[src/rtl/debug_rx_loader.sv]
// debug_rx_loader: receiving end of the PC->board debug link.
// Assembles 32-bit program words from UART bytes (LSB byte first) and writes
// them into program memory from address 0 until a halt word or a full memory.
// After loading, it decodes single-byte commands into CPU run/step controls.
// Optional feature: define DEBUG_RX_RELOAD_EN so that byte 'l' in CMD or DONE
// restarts the load phase without a reset.
module debug_rx_loader #(
   parameter int NB_DATA       = 32,
   parameter int NB_RX         = 8,
   parameter int N_P_MEM_ADDR  = 128,
   parameter int NB_P_MEM_ADDR = $clog2(N_P_MEM_ADDR),
   parameter int HALT_BIT      = 30
) (
   input  logic                     i_clk,
   input  logic                     i_reset,
   input  logic [NB_RX-1:0]         i_rx_data,
   input  logic                     i_rx_valid,
   input  logic                     i_cpu_halted,
   output logic                     o_pmem_wr_en,
   output logic [NB_P_MEM_ADDR-1:0] o_pmem_addr,
   output logic [NB_DATA-1:0]       o_pmem_wr_data,
   output logic                     o_load_done,
   output logic                     o_load_ovf,
   output logic                     o_cpu_run,
   output logic                     o_cpu_step,
   output logic [2:0]               o_state
);

   typedef enum logic [2:0] {
      LOAD = 3'd0,
      CMD  = 3'd1,
      RUN  = 3'd2,
      STEP = 3'd3,
      DONE = 3'd4
   } state_t;

   localparam logic [NB_RX-1:0]         CH_C      = NB_RX'(8'h63);
   localparam logic [NB_RX-1:0]         CH_S      = NB_RX'(8'h73);
   localparam logic [NB_RX-1:0]         CH_NL     = NB_RX'(8'h0A);
   localparam logic [NB_P_MEM_ADDR-1:0] LAST_ADDR = NB_P_MEM_ADDR'(N_P_MEM_ADDR - 1);

   state_t                   state, state_n;
   logic [1:0]               byte_cnt, byte_cnt_n;
   logic [NB_DATA-1:0]       word, word_n, shifted;
   logic [NB_P_MEM_ADDR-1:0] addr, addr_n;
   logic                     wr_en_n;
   logic [NB_P_MEM_ADDR-1:0] wr_addr_n;
   logic [NB_DATA-1:0]       wr_data_n;
   logic                     load_done_n, load_ovf_n;
   logic                     cpu_run_n, cpu_step_n;
   logic                     reload_hit;

`ifdef DEBUG_RX_RELOAD_EN
   localparam logic [NB_RX-1:0] CH_L = NB_RX'(8'h6C);
   assign reload_hit = i_rx_valid && (i_rx_data == CH_L) && ((state == CMD) || (state == DONE));
`else
   assign reload_hit = 1'b0;
`endif

   assign o_state = state;

   // Next-state and next-output logic; every output is registered below.
   always_comb begin
      state_n     = state;
      byte_cnt_n  = byte_cnt;
      word_n      = word;
      addr_n      = addr;
      wr_en_n     = 1'b0;
      wr_addr_n   = o_pmem_addr;
      wr_data_n   = o_pmem_wr_data;
      load_done_n = o_load_done;
      load_ovf_n  = o_load_ovf;
      cpu_run_n   = o_cpu_run;
      cpu_step_n  = 1'b0;
      shifted     = {i_rx_data, word[NB_DATA-1:NB_RX]};

      case (state)
         LOAD: begin
            if (i_rx_valid) begin
               word_n = shifted;
               if (byte_cnt == 2'd3) begin
                  byte_cnt_n = 2'd0;
                  wr_en_n    = 1'b1;
                  wr_addr_n  = addr;
                  wr_data_n  = shifted;
                  if (addr != LAST_ADDR) begin
                     addr_n = addr + 1'b1;
                  end
                  if (shifted[HALT_BIT]) begin
                     state_n     = CMD;
                     load_done_n = 1'b1;
                  end else if (addr == LAST_ADDR) begin
                     state_n     = CMD;
                     load_done_n = 1'b1;
                     load_ovf_n  = 1'b1;
                  end
               end else begin
                  byte_cnt_n = byte_cnt + 2'd1;
               end
            end
         end
         CMD: begin
            if (i_rx_valid && (i_rx_data == CH_C)) begin
               state_n   = RUN;
               cpu_run_n = 1'b1;
            end else if (i_rx_valid && (i_rx_data == CH_S)) begin
               state_n = STEP;
            end
         end
         RUN: begin
            if (i_cpu_halted) begin
               state_n   = DONE;
               cpu_run_n = 1'b0;
            end
         end
         STEP: begin
            if (i_cpu_halted) begin
               state_n = DONE;
            end else if (i_rx_valid && (i_rx_data == CH_NL)) begin
               cpu_step_n = 1'b1;
            end else if (i_rx_valid && (i_rx_data == CH_C)) begin
               state_n   = RUN;
               cpu_run_n = 1'b1;
            end
         end
         DONE: begin
            cpu_run_n = 1'b0;
         end
         default: begin
            state_n   = LOAD;
            cpu_run_n = 1'b0;
         end
      endcase

      if (reload_hit) begin
         state_n     = LOAD;
         addr_n      = '0;
         byte_cnt_n  = 2'd0;
         word_n      = '0;
         load_done_n = 1'b0;
         load_ovf_n  = 1'b0;
         cpu_run_n   = 1'b0;
      end
   end

   // State, assembly and output registers; reset drops any partial word.
   always_ff @(posedge i_clk or negedge i_reset) begin
      if (!i_reset) begin
         state          <= LOAD;
         byte_cnt       <= 2'd0;
         word           <= '0;
         addr           <= '0;
         o_pmem_wr_en   <= 1'b0;
         o_pmem_addr    <= '0;
         o_pmem_wr_data <= '0;
         o_load_done    <= 1'b0;
         o_load_ovf     <= 1'b0;
         o_cpu_run      <= 1'b0;
         o_cpu_step     <= 1'b0;
      end else begin
         state          <= state_n;
         byte_cnt       <= byte_cnt_n;
         word           <= word_n;
         addr           <= addr_n;
         o_pmem_wr_en   <= wr_en_n;
         o_pmem_addr    <= wr_addr_n;
         o_pmem_wr_data <= wr_data_n;
         o_load_done    <= load_done_n;
         o_load_ovf     <= load_ovf_n;
         o_cpu_run      <= cpu_run_n;
         o_cpu_step     <= cpu_step_n;
      end
   end

endmodule
[config.mk]
export PLATFORM = sky130hd
export DESIGN_NAME = debug_rx_loader
export DESIGN_NICKNAME = d
export VERILOG_FILES = /design/src/rtl/debug_rx_loader.sv
export SDC_FILE = /design/constraint.sdc
export NUM_CORES = 1
export LEC_CHECK = 0
export CAP_MARGIN = 5
export CORE_MARGIN = 2
export CORE_UTILIZATION = 56
export CTS_CLUSTER_SIZE = 12
export DETAILED_ROUTE_END_ITERATION = 7
export HOLD_SLACK_MARGIN = 0.15
export PLACE_DENSITY = 0.9
export SLEW_MARGIN = 0
export SYNTH_ARGS = -nofsm -noshare
export SYNTH_HDL_FRONTEND = slang
export SYNTH_SLANG_ARGS = --single-unit
[constraint.sdc]
create_clock -name i_clk -period 3.7 [get_ports i_clk]
set_clock_uncertainty 0.1 [all_clocks]
set_input_delay 0.74 -clock i_clk [delete_from_list [all_inputs] [get_ports i_clk]]
set_output_delay 0.74 -clock i_clk [all_outputs]
set_load 0.05 [all_outputs]
==> flow_summary_export.csv, run 1 <==
group,metric,value,unit
floorplanning,die_w,79.78,um
timing,grt_setup_unrepaired,"false",
routing,wl_per_cell,15.84,um
floorplanning,core,5540,um2
timing,slew_violations,0,
final_layout,area_growth,25.68,%
timing,max_freq,0.3666,GHz
critical_path,cp.arrival,1.89,ns
global_routing,antenna_found_initial,0,
floorplanning,num_rows,27,
clock_network,cts_resized,0,
clock_network,clkLatencyLatePin,0.35,ns
synth,synthCells,259,
critical_path,crit_fanout,12,
worst_hold_path,hold_path_class,"flop to flop",
power,finalPower,3885,uW
clock_network,numCtsBuffers,9,
power,ir_worst_vdd,0.6489,mV
critical_path,path_cells,"clkdlybuf4s50_1",
status,status,"finished clean",
clock_network,clock_sinks,80,
placed_design,hpwl,4204,um
global_routing,overflow,0,
synth,ys_async_sr_fraction,1.000,
final_layout,final_layout_size_suffix_gt1_frac,0.2043,
power,power.leakage,0.001844,uW
clock_network,htree_levels,3,
final_layout,diodes,0,
synth,yosys.area.top_type,"dfrtp_1",
power,powerDensity,961.4,nW/um2
synth,synth_edf_count,0,
synth,yosysTopAreaCellShare,0.6226,
clock_network,clock-root-buffer,"clkbuf_8",
global_routing,grt_max_degree,81,
critical_path,crit_type,"flop to output port",
synth,synth_warnings,0,
clock_network,cts_setup_buffers,0,
timing,period_minus_slack,2.728,ns
synth,synthTopCellsByCount,"80 x dfrtp_1, 75 x nand2_1, 43 x mux2_2",
routing,dr.pass1.iters,4,
critical_path,endpoint_kind,"output port",
timing,worst_pin_slew,0.9532,ns
routing,drtAntennaViolNets,0,
routing,num_vias,2157,
critical_path,cp_slowest_stage_delay,0.90,ns
timing,finalHoldViolations,0,
timing,finalSetupViolCount,0,
clock_network,cts_buffer_depth,2,
flow_run,drv_cap,0,
final_layout,final_nets,333,
placed_design,place_ws,0.9954,ns
routing,drt_iter0_markers,176,
clock_network,hold_buffers,0,
routing,post-route-drc-count,0,
floorplanning,start_util,0.5804,
routing,wirelength,6256,um
critical_path,path_delay_family,"buffers and inverters",
final_layout,nFillCells,394,
timing,tns,0,ns
placed_design,gp_congestion,0.8761,
critical_path,required,2.86,ns
global_routing,grt_usage,0.2246,
clock_network,clk_pin_slew,0.08,ns
synth,synth.most_common_cell,"dfrtp_1",
critical_path,cp_num_buf_inv,1,
synth,ys_types,37,
critical_path,startpoint_type,"flop",
timing,relSlewSlack,0.3645,
synth,syn_area,3216,um2
synth,ys_top_cells_by_area,"dfrtp_1 62%, mux2_2 15%, nand2_1 8.8%",
clock_network,cts_tree,"built",
synth,yosysSeqAreaShare,0.6226,
global_routing,grt_pass1_vias,2148,
synth,syn_nets,273,
timing,finalCritPeriodShare,0.7373,
synth,yosys_most_used_dff,"dfrtp_1",
global_routing,grt_pass1_wl,10600,um
floorplanning,ioPinCount,59,
floorplanning,die_y,79.78,um
timing,post-route-worst-setup-slack,0.9721,ns
floorplanning,dieArea,6364,um2
final_layout,final_core_util,0.7294,
synth,synth-seq-cells,80,
routing,drt-vias-per-instance,5.461,
critical_path,cpMaxStageDelayCell,"clkdlybuf4s50_1",
placed_design,io_buffers,58,
synth,syn_area_per_cell,12.42,um2
through the flow:
stage          instances  area (um2)  hold slack, ns
2_1_floorplan        259        3216          0.3348
3_3_place_gp         380        3854          0.3474
3_5_place_dp         380        3854          0.3499
4_1_cts              395        4041          0.3689
5_1_grt              395        4041          0.3951
6_report             395        4041          0.3686
power by group:
group	internal, uW	switching [uW]	leakage (uW)	total [uW]
Sequential	1230	261	0.000996	1490
Clock	326	293	0.0000925	619
Combinational	684	1090	0.000755	1770
Total	2240	1640	0.00184	3890
placed cells by master (no fill, tap or decap), types with 3 or more instances in the layout:
cell type and instances:
mux2_2 43, clkbuf_8 10, clkdlybuf4s50_1 57, inv_1 6, nand4_1 4, xnor2_1 5
buf_4 3, dfrtp_1 80, and2_1 3, o2111ai_1 3, nand2_1 75
state kept, by name (all words and copies together) (netlist names), 2 cells and up:
| name | flops |
|---|---|
| word | 24 |
| o_pmem_addr | 7 |
| o_state | 3 |
| o_pmem_wr_data | 32 |
| addr | 7 |
| byte_cnt | 2 |
worst min-delay path, delay by kind of cell (launching register included):
kind             cells  cell delay, ns
DFF                  1            0.35
and+or+nand+nor      2            0.09
cells by family (layout without fill, tap and decap cells):
group / Yosys count / after routing / share of synthesized area
and+or+nand+nor: 96 / 96 / 0.1342
DFF: 80 / 80 / 0.6226
muxes: 43 / 43 / 0.1506
buffers and inverters: 18 / 82 / 0.02490
AOI/OAI and AO/OA: 15 / 15 / 0.04631
xor gates and xnor gates: 5 / 5 / 0.01362
adders and majority gates: 2 / 2 / 0.007781
layout make-up:
type	instances	area [um2]	share of cell area
clock buffers	12	145.1	0.03591
clock inverters	3	42.54	0.01053
inverters	7	26.28	0.006502
multi-input cells	161	1142	0.2827
flip-flops and latches	80	2002	0.4954
well taps	72	90.09	0.02229
repair buffers	60	593.1	0.1467
layer usage:
layer	vias up	global-route usage	share of wire
met3	9	0.05995	0.049
met5	-	0	0
met4	0	0.09831	0.018
li1	1009	-	-
met1	1080	0.3134	0.45
met2	59	0.3345	0.48
final timing paths:
check / from / endpoint / slack [ns] / cells past startpoint
worst max-delay path: o_state[0] / o_state[0] / 0.97 / 1
worst min-delay path: word[11] / o_pmem_wr_data[3] / 0.37 / 2
worst max register to register: o_state[0] / addr[1] / 1.66 / 5
worst min register to register: word[11] / o_pmem_wr_data[3] / 0.37 / 2
max in group asynchronous: i_reset / o_pmem_wr_data[7] / 2.45 / 1
min in group asynchronous: i_reset / o_pmem_wr_data[30] / 0.44 / 1
No activity file was read; power rests on OpenSTA's default activity.
==> run 2: changes to the inputs <==
Settings changed: CORE_UTILIZATION 56 to 47, PLACE_DENSITY 0.9 to 0.81.
Clock period 3.7 ns to 2.4 ns, I/O delays scaled along.
==> flow_summary_export.csv, run 2 (synthesized netlist as in run 1, its figures left out) <==
group,metric,value,unit
floorplanning,ioPinCount,59,
placed_design,io_buffers,58,
routing,dr.pass1.iters,4,
critical_path,cp_num_buf_inv,1,
clock_network,clkLatencyLatePin,0.35,ns
timing,finalCritPeriodShare,0.9601,
critical_path,crit_fanout,7,
final_layout,final_layout_size_suffix_gt1_frac,0.2282,
placed_design,gp_congestion,0.8384,
clock_network,clock-root-buffer,"clkbuf_8",
timing,relSlewSlack,0.6392,
flow_run,drv_cap,0,
final_layout,largest_reg_flops,32,
critical_path,required,1.82,ns
routing,drtAntennaViolNets,0,
timing,grt_setup_unrepaired,"false",
critical_path,path_cells,"clkdlybuf4s50_1",
floorplanning,num_rows,30,
final_layout,layout_commonest_cell,"dfrtp_1",
routing,drt-vias-per-instance,5.211,
global_routing,overflow,0,
power,finalPower,6131,uW
floorplanning,start_util,0.4786,
placed_design,hpwl,4202,um
status,status,"finished clean",
final_layout,final_core_util,0.6201,
critical_path,path_delay_family,"buffers and inverters",
critical_path,cp.arrival,1.72,ns
clock_network,cts_setup_buffers,0,
final_layout,nFillCells,518,
timing,worst_pin_slew,0.5396,ns
final_layout,regMostFlops,"o_pmem_wr_data",
timing,slew_violations,0,
power,ir_worst_vdd,1.223,mV
floorplanning,core,6719,um2
routing,wl_per_cell,15.51,um
placed_design,place_ws,0.04704,ns
clock_network,numCtsBuffers,9,
routing,drt_iter0_markers,164,
final_layout,area_growth,29.57,%
timing,post-route-worst-setup-slack,0.09588,ns
critical_path,cpMaxStageDelayCell,"clkdlybuf4s50_1",
worst_hold_path,hold_path_class,"flop to flop",
power,powerDensity,1472,nW/um2
critical_path,endpoint_kind,"output port",
timing,timing.hold.ws,0.3719,ns
routing,post-route-drc-count,0,
critical_path,crit_type,"flop to output port",
clock_network,clk_pin_slew,0.08,ns
clock_network,cts_resized,0,
timing,period_minus_slack,2.304,ns
floorplanning,die_y,86.72,um
critical_path,startpoint_type,"flop",
power,power.leakage,0.001902,uW
timing,finalSetupViolCount,0,
global_routing,antenna_found_initial,0,
timing,tns,0,ns
final_layout,multi_input_area,1142,um2
floorplanning,die_w,86.72,um
global_routing,grt_pass1_wl,10580,um
critical_path,cp_slowest_stage_delay,0.86,ns
routing,wirelength,6406,um
global_routing,grt_pass1_vias,2157,
critical_path,r2r_slack,0.55,ns
timing,finalHoldViolations,0,
global_routing,grt_max_degree,81,
global_routing,grt_usage,0.1834,
clock_network,cts_buffer_depth,2,
final_layout,final_nets,342,
routing,num_vias,2152,
clock_network,cts_tree,"built",
floorplanning,dieArea,7519,um2
final_layout,register_area,2002,um2
final_layout,layout_common_cells,"80 x dfrtp_1, 75 x nand2_1, 57 x clkdlybuf4s50_1",
clock_network,clock_sinks,80,
timing,max_freq,0.4340,GHz
final_layout,diodes,0,
final_layout,reg_top3,"o_pmem_wr_data (32), word (24)",
clock_network,htree_levels,3,
## run 2: metal layers
| metal | up-vias | global-route usage | wire length, um | share of wire |
|---|---|---|---|---|
| met3 | 11 | 0.03810 | 280 | 0.044 |
| li1 | 1017 | - | - | - |
| met1 | 1066 | 0.2525 | 2870 | 0.45 |
| met4 | 0 | 0.07670 | 124 | 0.019 |
| met2 | 58 | 0.2846 | 3130 | 0.49 |
| met5 | - | 0 | 0 | 0 |
## run 2: through the flow
stage	cell area [um2]	cells
floorplan	3216	259
global placement	3936	396
detailed placement	3936	396
CTS	4167	413
global route	4167	413
finish	4167	413
## run 2: worst min-delay path, cell delays in order (launching register included)
cell,delay [ns]
dfrtp_1,0.35
nand2_1,0.05
nand2_1,0.05
## run 2: what timing repair did
action | CTS | global route
hold buffers | 1 | 0
hold endpoints to repair | 80 | 0
endpoints found under the setup margin | 0 | 0
## run 2: worst paths after layout
path	start	end	cells after the start
worst max-delay path	o_state[1]	o_state[1]	1
worst min-delay path	word[10]	o_pmem_wr_data[2]	2
worst max register to register	o_state[0]	word[18]	4
worst min register to register	word[10]	o_pmem_wr_data[2]	2
max in group asynchronous	i_reset	o_pmem_addr[0]	3
min in group asynchronous	i_reset	o_pmem_wr_data[6]	3
## run 2: area by class of cell
| class | count | share of cell area |
|---|---|---|
| sequential | 80 | 0.4805 |
| inverter | 7 | 0.006306 |
| clock inverter | 6 | 0.02222 |
| clock buffer | 10 | 0.03063 |
| multi-input combinational | 161 | 0.2742 |
| tap | 80 | 0.02402 |
| timing repair buffer | 69 | 0.1622 |
## run 2: power breakdown
group,internal [uW],switching [uW]
Clock,591,499
Sequential,1900,367
Combinational,1080,1690
